--- src/rtl/biu_constants_pkg.sv ---
// Shared BIU transfer attribute types and the burst-type to beat-count helper.
package biu_constants_pkg;

    typedef enum logic [2:0] {
        BYTE  = 3'd0,
        HWORD = 3'd1,
        WORD  = 3'd2,
        DWORD = 3'd3,
        QWORD = 3'd4,
        OWORD = 3'd5
    } biu_size_t;

    typedef enum logic [2:0] {
        SINGLE = 3'd0,
        INCR   = 3'd1,
        WRAP4  = 3'd2,
        INCR4  = 3'd3,
        WRAP8  = 3'd4,
        INCR8  = 3'd5,
        WRAP16 = 3'd6,
        INCR16 = 3'd7
    } biu_type_t;

    typedef logic [2:0] biu_prot_t;

    localparam int BEAT_W = 4;

    // Burst length minus one; undefined-length INCR is treated as a single beat.
    function automatic logic [BEAT_W-1:0] biu_type2cnt(input biu_type_t t);
        case (t)
            WRAP4,  INCR4:  return 4'd3;
            WRAP8,  INCR8:  return 4'd7;
            WRAP16, INCR16: return 4'd15;
            default:        return 4'd0;
        endcase
    endfunction

endpackage

--- src/rtl/biu_arb_queue.sv ---
// Synchronous FIFO holding the owners of accepted requests awaiting data.
// full_o is registered; pushes while full and pops while empty are ignored.
module biu_arb_queue #(
    parameter int DEPTH = 2,
    parameter int DW    = 8
) (
    input  logic          clk_i,
    input  logic          rst_ni,
    input  logic          push_i,
    input  logic          pop_i,
    input  logic [DW-1:0] din_i,
    output logic [DW-1:0] dout_o,
    output logic          empty_o,
    output logic          full_o
);

    localparam int PTR_W = (DEPTH > 1) ? $clog2(DEPTH) : 1;
    localparam int CNT_W = $clog2(DEPTH + 1);

    logic [DW-1:0]    r_mem [DEPTH];
    logic [PTR_W-1:0] r_wr_ptr;
    logic [PTR_W-1:0] r_rd_ptr;
    logic [CNT_W-1:0] r_cnt;
    logic             r_full;
    logic [CNT_W-1:0] w_cnt_nxt;
    logic             w_push;
    logic             w_pop;

    function automatic logic [PTR_W-1:0] ptr_inc(input logic [PTR_W-1:0] p);
        return (p == PTR_W'(DEPTH - 1)) ? '0 : p + 1'b1;
    endfunction

    assign w_push    = push_i & ~r_full;
    assign w_pop     = pop_i & (r_cnt != '0);
    assign w_cnt_nxt = r_cnt + CNT_W'(w_push) - CNT_W'(w_pop);

    // Entry storage; data only, so no reset.
    always_ff @(posedge clk_i) begin
        if (w_push) r_mem[r_wr_ptr] <= din_i;
    end

    // Pointers, occupancy and the registered full flag.
    always_ff @(posedge clk_i or negedge rst_ni) begin
        if (!rst_ni) begin
            r_wr_ptr <= '0;
            r_rd_ptr <= '0;
            r_cnt    <= '0;
            r_full   <= 1'b0;
        end else begin
            if (w_push) r_wr_ptr <= ptr_inc(r_wr_ptr);
            if (w_pop)  r_rd_ptr <= ptr_inc(r_rd_ptr);
            r_cnt  <= w_cnt_nxt;
            r_full <= (w_cnt_nxt == CNT_W'(DEPTH));
        end
    end

    assign dout_o  = r_mem[r_rd_ptr];
    assign empty_o = (r_cnt == '0);
    assign full_o  = r_full;

endmodule

--- src/rtl/biu_rr_arbiter.sv ---
// Round-robin arbiter sharing one BIU between PORTS requesters. The address
// phase rotates priority per accepted request; a port-ID queue routes the
// data phase back to the owner so address and data phases can overlap.
// Optional macro BIU_ARB_LOCK_EN: a locked accept keeps arbitration on that
// port for as long as it holds biu_lock_i.
module biu_rr_arbiter
    import biu_constants_pkg::*;
#(
    parameter int ADDR_SIZE   = 32,
    parameter int DATA_SIZE   = 32,
    parameter int PORTS       = 2,
    parameter int QUEUE_DEPTH = 2
) (
    input  logic                 clk_i,
    input  logic                 rst_ni,
    input  logic [PORTS-1:0]     biu_req_i,
    output logic [PORTS-1:0]     biu_req_ack_o,
    output logic [PORTS-1:0]     biu_d_ack_o,
    input  logic [ADDR_SIZE-1:0] biu_adri_i [PORTS],
    output logic [ADDR_SIZE-1:0] biu_adro_o [PORTS],
    input  biu_size_t            biu_size_i [PORTS],
    input  biu_type_t            biu_type_i [PORTS],
    input  biu_prot_t            biu_prot_i [PORTS],
    input  logic [PORTS-1:0]     biu_lock_i,
    input  logic [PORTS-1:0]     biu_we_i,
    input  logic [DATA_SIZE-1:0] biu_d_i [PORTS],
    output logic [DATA_SIZE-1:0] biu_q_o [PORTS],
    output logic [PORTS-1:0]     biu_ack_o,
    output logic [PORTS-1:0]     biu_err_o,
    output logic                 biu_req_o,
    input  logic                 biu_req_ack_i,
    output logic [ADDR_SIZE-1:0] biu_adri_o,
    output biu_size_t            biu_size_o,
    output biu_type_t            biu_type_o,
    output logic                 biu_lock_o,
    output biu_prot_t            biu_prot_o,
    output logic                 biu_we_o,
    output logic [DATA_SIZE-1:0] biu_d_o,
    input  logic                 biu_d_ack_i,
    input  logic                 biu_ack_i,
    input  logic                 biu_err_i,
    input  logic [ADDR_SIZE-1:0] biu_adro_i,
    input  logic [DATA_SIZE-1:0] biu_q_i
);

    localparam int PORT_W = (PORTS > 1) ? $clog2(PORTS) : 1;

    typedef struct packed {
        logic [PORT_W-1:0] port;
        logic [BEAT_W-1:0] beats;
    } q_entry_t;

    typedef enum logic {ARB, HOLD} arb_state_t;

    arb_state_t        r_state;
    arb_state_t        w_state_nxt;
    logic [PORT_W-1:0] r_last;
    logic [PORT_W-1:0] r_held;
    logic [PORT_W-1:0] w_held_nxt;
    logic [PORT_W-1:0] w_rr_grant;
    logic [PORT_W-1:0] w_grant;
    logic              w_req_any;
    logic              w_accept;
    logic              w_lock_act;
    logic [PORT_W-1:0] w_lock_port;
    logic              w_empty;
    logic              w_full;
    logic              w_pop;
    q_entry_t          w_push_entry;
    q_entry_t          w_head;
    logic [BEAT_W-1:0] r_beat;

    // First requesting port after the last grant, searching cyclically.
    always_comb begin
        logic              v_found;
        logic [PORT_W-1:0] v_idx;
        v_found    = 1'b0;
        v_idx      = '0;
        w_rr_grant = r_last;
        for (int i = 1; i <= PORTS; i++) begin
            v_idx = PORT_W'((int'(r_last) + i) % PORTS);
            if (!v_found && biu_req_i[v_idx]) begin
                w_rr_grant = v_idx;
                v_found    = 1'b1;
            end
        end
    end

`ifdef BIU_ARB_LOCK_EN
    logic              r_locked;
    logic [PORT_W-1:0] r_lock_port;

    assign w_lock_act  = r_locked & biu_lock_i[r_lock_port];
    assign w_lock_port = r_lock_port;

    // Lock is taken on a locked accept and released once the owner drops biu_lock_i.
    always_ff @(posedge clk_i or negedge rst_ni) begin
        if (!rst_ni) begin
            r_locked    <= 1'b0;
            r_lock_port <= '0;
        end else if (w_accept) begin
            r_locked    <= biu_lock_i[w_grant];
            r_lock_port <= w_grant;
        end else if (!w_lock_act) begin
            r_locked    <= 1'b0;
        end
    end
`else
    assign w_lock_act  = 1'b0;
    assign w_lock_port = '0;
`endif

    // FSM next state, grant selection and request qualification.
    always_comb begin
        w_state_nxt = r_state;
        w_held_nxt  = r_held;
        w_grant     = w_rr_grant;
        w_req_any   = |biu_req_i;
        case (r_state)
            ARB: begin
                if (w_lock_act) begin
                    w_grant   = w_lock_port;
                    w_req_any = biu_req_i[w_lock_port];
                end
                if (w_req_any && !w_full && !biu_req_ack_i) begin
                    w_state_nxt = HOLD;
                    w_held_nxt  = w_grant;
                end
            end
            HOLD: begin
                w_grant   = r_held;
                w_req_any = biu_req_i[r_held];
                if (!w_req_any || (!w_full && biu_req_ack_i)) w_state_nxt = ARB;
            end
            default: w_state_nxt = ARB;
        endcase
    end

    // FSM state and held-port register.
    always_ff @(posedge clk_i or negedge rst_ni) begin
        if (!rst_ni) begin
            r_state <= ARB;
            r_held  <= '0;
        end else begin
            r_state <= w_state_nxt;
            r_held  <= w_held_nxt;
        end
    end

    assign biu_req_o  = w_req_any & ~w_full;
    assign w_accept   = biu_req_o & biu_req_ack_i;
    assign biu_adri_o = biu_adri_i[w_grant];
    assign biu_size_o = biu_size_i[w_grant];
    assign biu_type_o = biu_type_i[w_grant];
    assign biu_prot_o = biu_prot_i[w_grant];
    assign biu_lock_o = biu_lock_i[w_grant];
    assign biu_we_o   = biu_we_i[w_grant];

    // Priority rotates from the port that was just accepted; port 0 wins first after reset.
    always_ff @(posedge clk_i or negedge rst_ni) begin
        if (!rst_ni)       r_last <= PORT_W'(PORTS - 1);
        else if (w_accept) r_last <= w_grant;
    end

    // Zero-latency request acknowledge to the granted port only.
    always_comb begin
        biu_req_ack_o = '0;
        if (w_accept) biu_req_ack_o[w_grant] = 1'b1;
    end

    assign w_push_entry.port  = w_grant;
    assign w_push_entry.beats = biu_type2cnt(biu_type_i[w_grant]);

    biu_arb_queue #(
        .DEPTH (QUEUE_DEPTH),
        .DW    ($bits(q_entry_t))
    ) u_queue (
        .clk_i   (clk_i),
        .rst_ni  (rst_ni),
        .push_i  (w_accept),
        .pop_i   (w_pop),
        .din_i   (w_push_entry),
        .dout_o  (w_head),
        .empty_o (w_empty),
        .full_o  (w_full)
    );

    // An error aborts the rest of the burst, so it pops immediately.
    assign w_pop   = ~w_empty & (biu_err_i | (biu_ack_i & (r_beat == w_head.beats)));
    assign biu_d_o = w_empty ? biu_d_i[w_grant] : biu_d_i[w_head.port];

    // Data-phase handshakes go to the head-of-queue owner; dropped when nothing is outstanding.
    always_comb begin
        biu_ack_o   = '0;
        biu_err_o   = '0;
        biu_d_ack_o = '0;
        if (!w_empty) begin
            biu_ack_o[w_head.port]   = biu_ack_i;
            biu_err_o[w_head.port]   = biu_err_i;
            biu_d_ack_o[w_head.port] = biu_d_ack_i;
        end
    end

    // Response address and read data are broadcast; the per-port ack qualifies them.
    always_comb begin
        for (int p = 0; p < PORTS; p++) begin
            biu_adro_o[p] = biu_adro_i;
            biu_q_o[p]    = biu_q_i;
        end
    end

    // Beat counter for the head burst.
    always_ff @(posedge clk_i or negedge rst_ni) begin
        if (!rst_ni)                    r_beat <= '0;
        else if (w_pop)                 r_beat <= '0;
        else if (!w_empty && biu_ack_i) r_beat <= r_beat + 1'b1;
    end

endmodule

--- config.mk ---
export PLATFORM = sky130hd
export DESIGN_NAME = biu_rr_arbiter
export DESIGN_NICKNAME = d
export VERILOG_FILES = /design/src/rtl/biu_constants_pkg.sv /design/src/rtl/biu_arb_queue.sv /design/src/rtl/biu_rr_arbiter.sv
export SDC_FILE = /design/constraint.sdc
export NUM_CORES = 1
export LEC_CHECK = 0
export BUFFER_PORTS_ARGS = -buffer_cell sky130_fd_sc_hd__buf_2
export CELL_PAD_IN_SITES_DETAIL_PLACEMENT = 0
export CELL_PAD_IN_SITES_GLOBAL_PLACEMENT = 2
export CORE_AREA = 2 2 168 170
export CTS_CLUSTER_SIZE = 16
export DETAILED_ROUTE_END_ITERATION = 8
export DIE_AREA = 0 0 170 172
export PLACE_DENSITY_LB_ADDON = 0.1
export SYNTH_ARGS = -nofsm -noshare
export SYNTH_HDL_FRONTEND = slang
export SYNTH_HIERARCHICAL = 1
export SYNTH_SLANG_ARGS = --single-unit
--- constraint.sdc ---
create_clock -name clk_i -period 5.85 [get_ports clk_i]
set_clock_uncertainty 0.15 [all_clocks]
set_input_delay 1.17 -clock clk_i [delete_from_list [all_inputs] [get_ports clk_i]]
set_output_delay 1.17 -clock clk_i [all_outputs]
set_load 0.02 [all_outputs]
==> results by group <==
Status
  – Status: complete, no violations

Floorplanning
  – Core Box Area: 27,500 sq um
  – Die H: 172 um
  – # IOs: 434
  – Die width: between 150 and 200 um
  – DIE AREA: between 20,000 and 30,000 sq um
  – Cell row count: 61
  – Initial Util: approximately 11%

Synthesis
  – Most frequent cell after synthesis: buf_4
  – Register area share after synthesis: between 15 and 20%
  – Post-synth top cells: buf_4 (129), mux2_2 (53), mux2_1 (30)
  – Yosys warns: 6
  – Syn avg cell area: about 9.6 sq um
  – Top cells by area in the synthesized netlist: buf_4 (32%), mux2_2 (20%), mux2_1 (11%), edfxtp_1 (10%), dfrtp_1 (9.1%)
  – Synth Net Count: between 500 and 600
  – Synth unique cells: 32
  – Async SR Flop Fraction: a little over half
  – FF+latch count, synth: 22
  – Area leader, netlist: buf_4
  – Cells after synthesis: roughly 320
  – EDFF count, synth: 10
  – Synth Flop Type: dfrtp_1
  – Cell Area, Synth: 3010 sq um
  – Yosys top cell area share: approximately a third

Route
  – Drt total wl: about 13,000 um
  – Final antenna-violating net count: 0
  – Vias: between 2,000 and 2,500
  – Vias/cell: approximately 3.2
  – Detailed Route Iter0 Violations: 39
  – DR pass1 iterations: 4
  – Remaining DRCs: 0
  – Post-DR wirelength/cell: 16.4 um

Cells and area
  – Final nets: 650
  – Final Util: 13.6%
  – Fillers: 3,175
  – Ant diodes: 0
  – Layout cells sized above 1: between 70% and 80%
  – Area grow syn2layout: 24.3%

Global routing
  – GRT Overall Usage: under 10%
  – Initial antenna violation count: 1
  – Gr ovfl total: 0
  – Vias in the first global route: 2,473
  – First-pass GRT wire length: about 16,000 um
  – Largest net degree at the start of global routing: between 50 and 60

Timing
  – Fin crit period: around 4.4 ns
  – Final setup vio count: 0
  – Post-route setup TNS: 0 ns
  – Worst slew pin tran: 0.732 ns
  – Max_slew headroom: between 50 and 60%
  – RSZ-0062 raised after global routing: false
  – Fmax: roughly 230 MHz
  – Period utilization: 75.5%
  – Max-slew violations: 0
  – Final hold vios: 0

Placed design
  – GP Congestion: around 0.69
  – Placed wire-length estimate: between 10,000 and 15,000 um
  – IO buf count: between 200 and 250

Clock network
  – Clock sinks: 22
  – Post-CTS Resized: 0
  – Clk Latency, worst-skew pair: ~0.26 ns
  – Hold bufs inserted after CTS: 0
  – CTS tree: yes
  – Post-CTS Setup Repair Bufs: 0
  – H-Tree Depth: 1
  – TritonCTS buffer count: 3
  – Clock Pin Slew Worst Setup and Hold Paths: 0.06 ns
  – Max clock buf depth: 2
  – Root buffer cell: clkbuf_16

Power
  – Pleak: approximately 0.0018 uW
  – Power per cell area: between 400 and 500 nW/um^2
  – Peak supply drop: about 0.00014 V
  – Power Total: between 1500 and 2000 uW

Worst setup path
  – WP data required: 4.53 ns
  – R2R Setup Slk: approximately 2.5 ns
  – Setup crit start kind: input port
  – CP Capture Type: primary output
  – Critical Path AT: ~3.1 ns
  – Most used cell, CP: buf_2
  – CP Max Fanout: 17
  – Crit path cell chain: buf_2, nor2_1, o31ai_4, mux2i_4, buf_4, mux2_1, buf_2
  – Crit path largest cell delay: 0.57 ns
  – Worst r2r path cells: 11
  – Crit path kind: input port to primary output
  – Worst path slowest cell: mux2i_4

Worst hold path
  – Hold Path Cell Cnt: 1
  – Hold Crit Class: register to register

Job
  – Max Cap Violations: 0
## routing by layer
metal	up-vias	share of wire [%]	global-route usage (%)
li1	1152	-	-
met5	-	0.10	0
met3	33	11	3.09
met1	1056	39	8.94
met4	2	2.2	2.53
met2	192	48	12.6
## layout make-up
cell class                 count  area (sq um)  area share, %
sequential                    22           602           16.1
tap                          346           433           11.6
timing repair buffer         244          1230           32.8
clock buffer                   3          75.1           2.01
multi-input combinational    149          1380           36.9
inverter                       5          18.8          0.501
clock inverter                 1          3.75          0.100
## cells by family after synthesis
group,after synthesis,share of synthesized area [%]
buf+inv,144,34.4
mux,87,32.5
simple gates,41,6.52
flops,22,20.0
compound gates,9,2.74
xor+xnor,9,2.62
fa+ha+maj,3,1.25
## per-stage QoR
step	instance area (sq um)	hold WS, ns	std cells	setup WS, ns
after global placement	3660	0.342	766	1.43
after CTS	3740	0.354	770	1.37
after detailed placement	3660	0.341	766	1.38
after global routing	3740	0.381	770	1.31
final	3740	0.356	770	1.43
after floorplan	3010	0.318	315	2.16
## state kept, by name, summed over array words and instances, names as in the netlist
register          cells
r_beat                4
r_held                1
r_last                1
r_state               1
u_queue/full_o        1
u_queue/r_cnt         2
u_queue/r_mem        10
u_queue/r_rd_ptr      1
u_queue/r_wr_ptr      1
## where the power goes
part / leakage [uW] / internal, uW / switching, uW
combinational: 0.00150 / 521 / 712
sequential: 0.000239 / 220 / 48.2
clock: 0.0000385 / 91.3 / 56.4
total: 0.00178 / 832 / 816
## final timing paths
check                                 start          endpoint
min in group asynchronous            rst_ni  u_queue/r_cnt[1]
hold reg to reg            u_queue/r_wr_ptr  u_queue/r_wr_ptr
setup reg to reg           u_queue/r_rd_ptr    u_queue/full_o
setup / recovery               biu_req_i[1]       biu_d_o[29]
max in group asynchronous            rst_ni            r_last
hold / removal             u_queue/r_wr_ptr  u_queue/r_wr_ptr
## critical path, delay by kind of cell
kind / cells / cell delay, ns
AO/OA/AOI/OAI: 1 / 0.10
buffers and inverters: 3 / 0.68
AND/OR/NAND/NOR: 1 / 0.18
multiplexers: 2 / 0.94
## layout by cell type (no fill, tap or decap), types with 5 or more instances in the layout
cell type and instances:
nor3_1 5, buf_2 241, inv_1 5, nor2_1 16, dfrtp_1 11, nand2_1 5
mux2_2 53, edfxtp_1 10, xnor2_1 7, mux2_1 30
(Power assumes the default switching activity.)
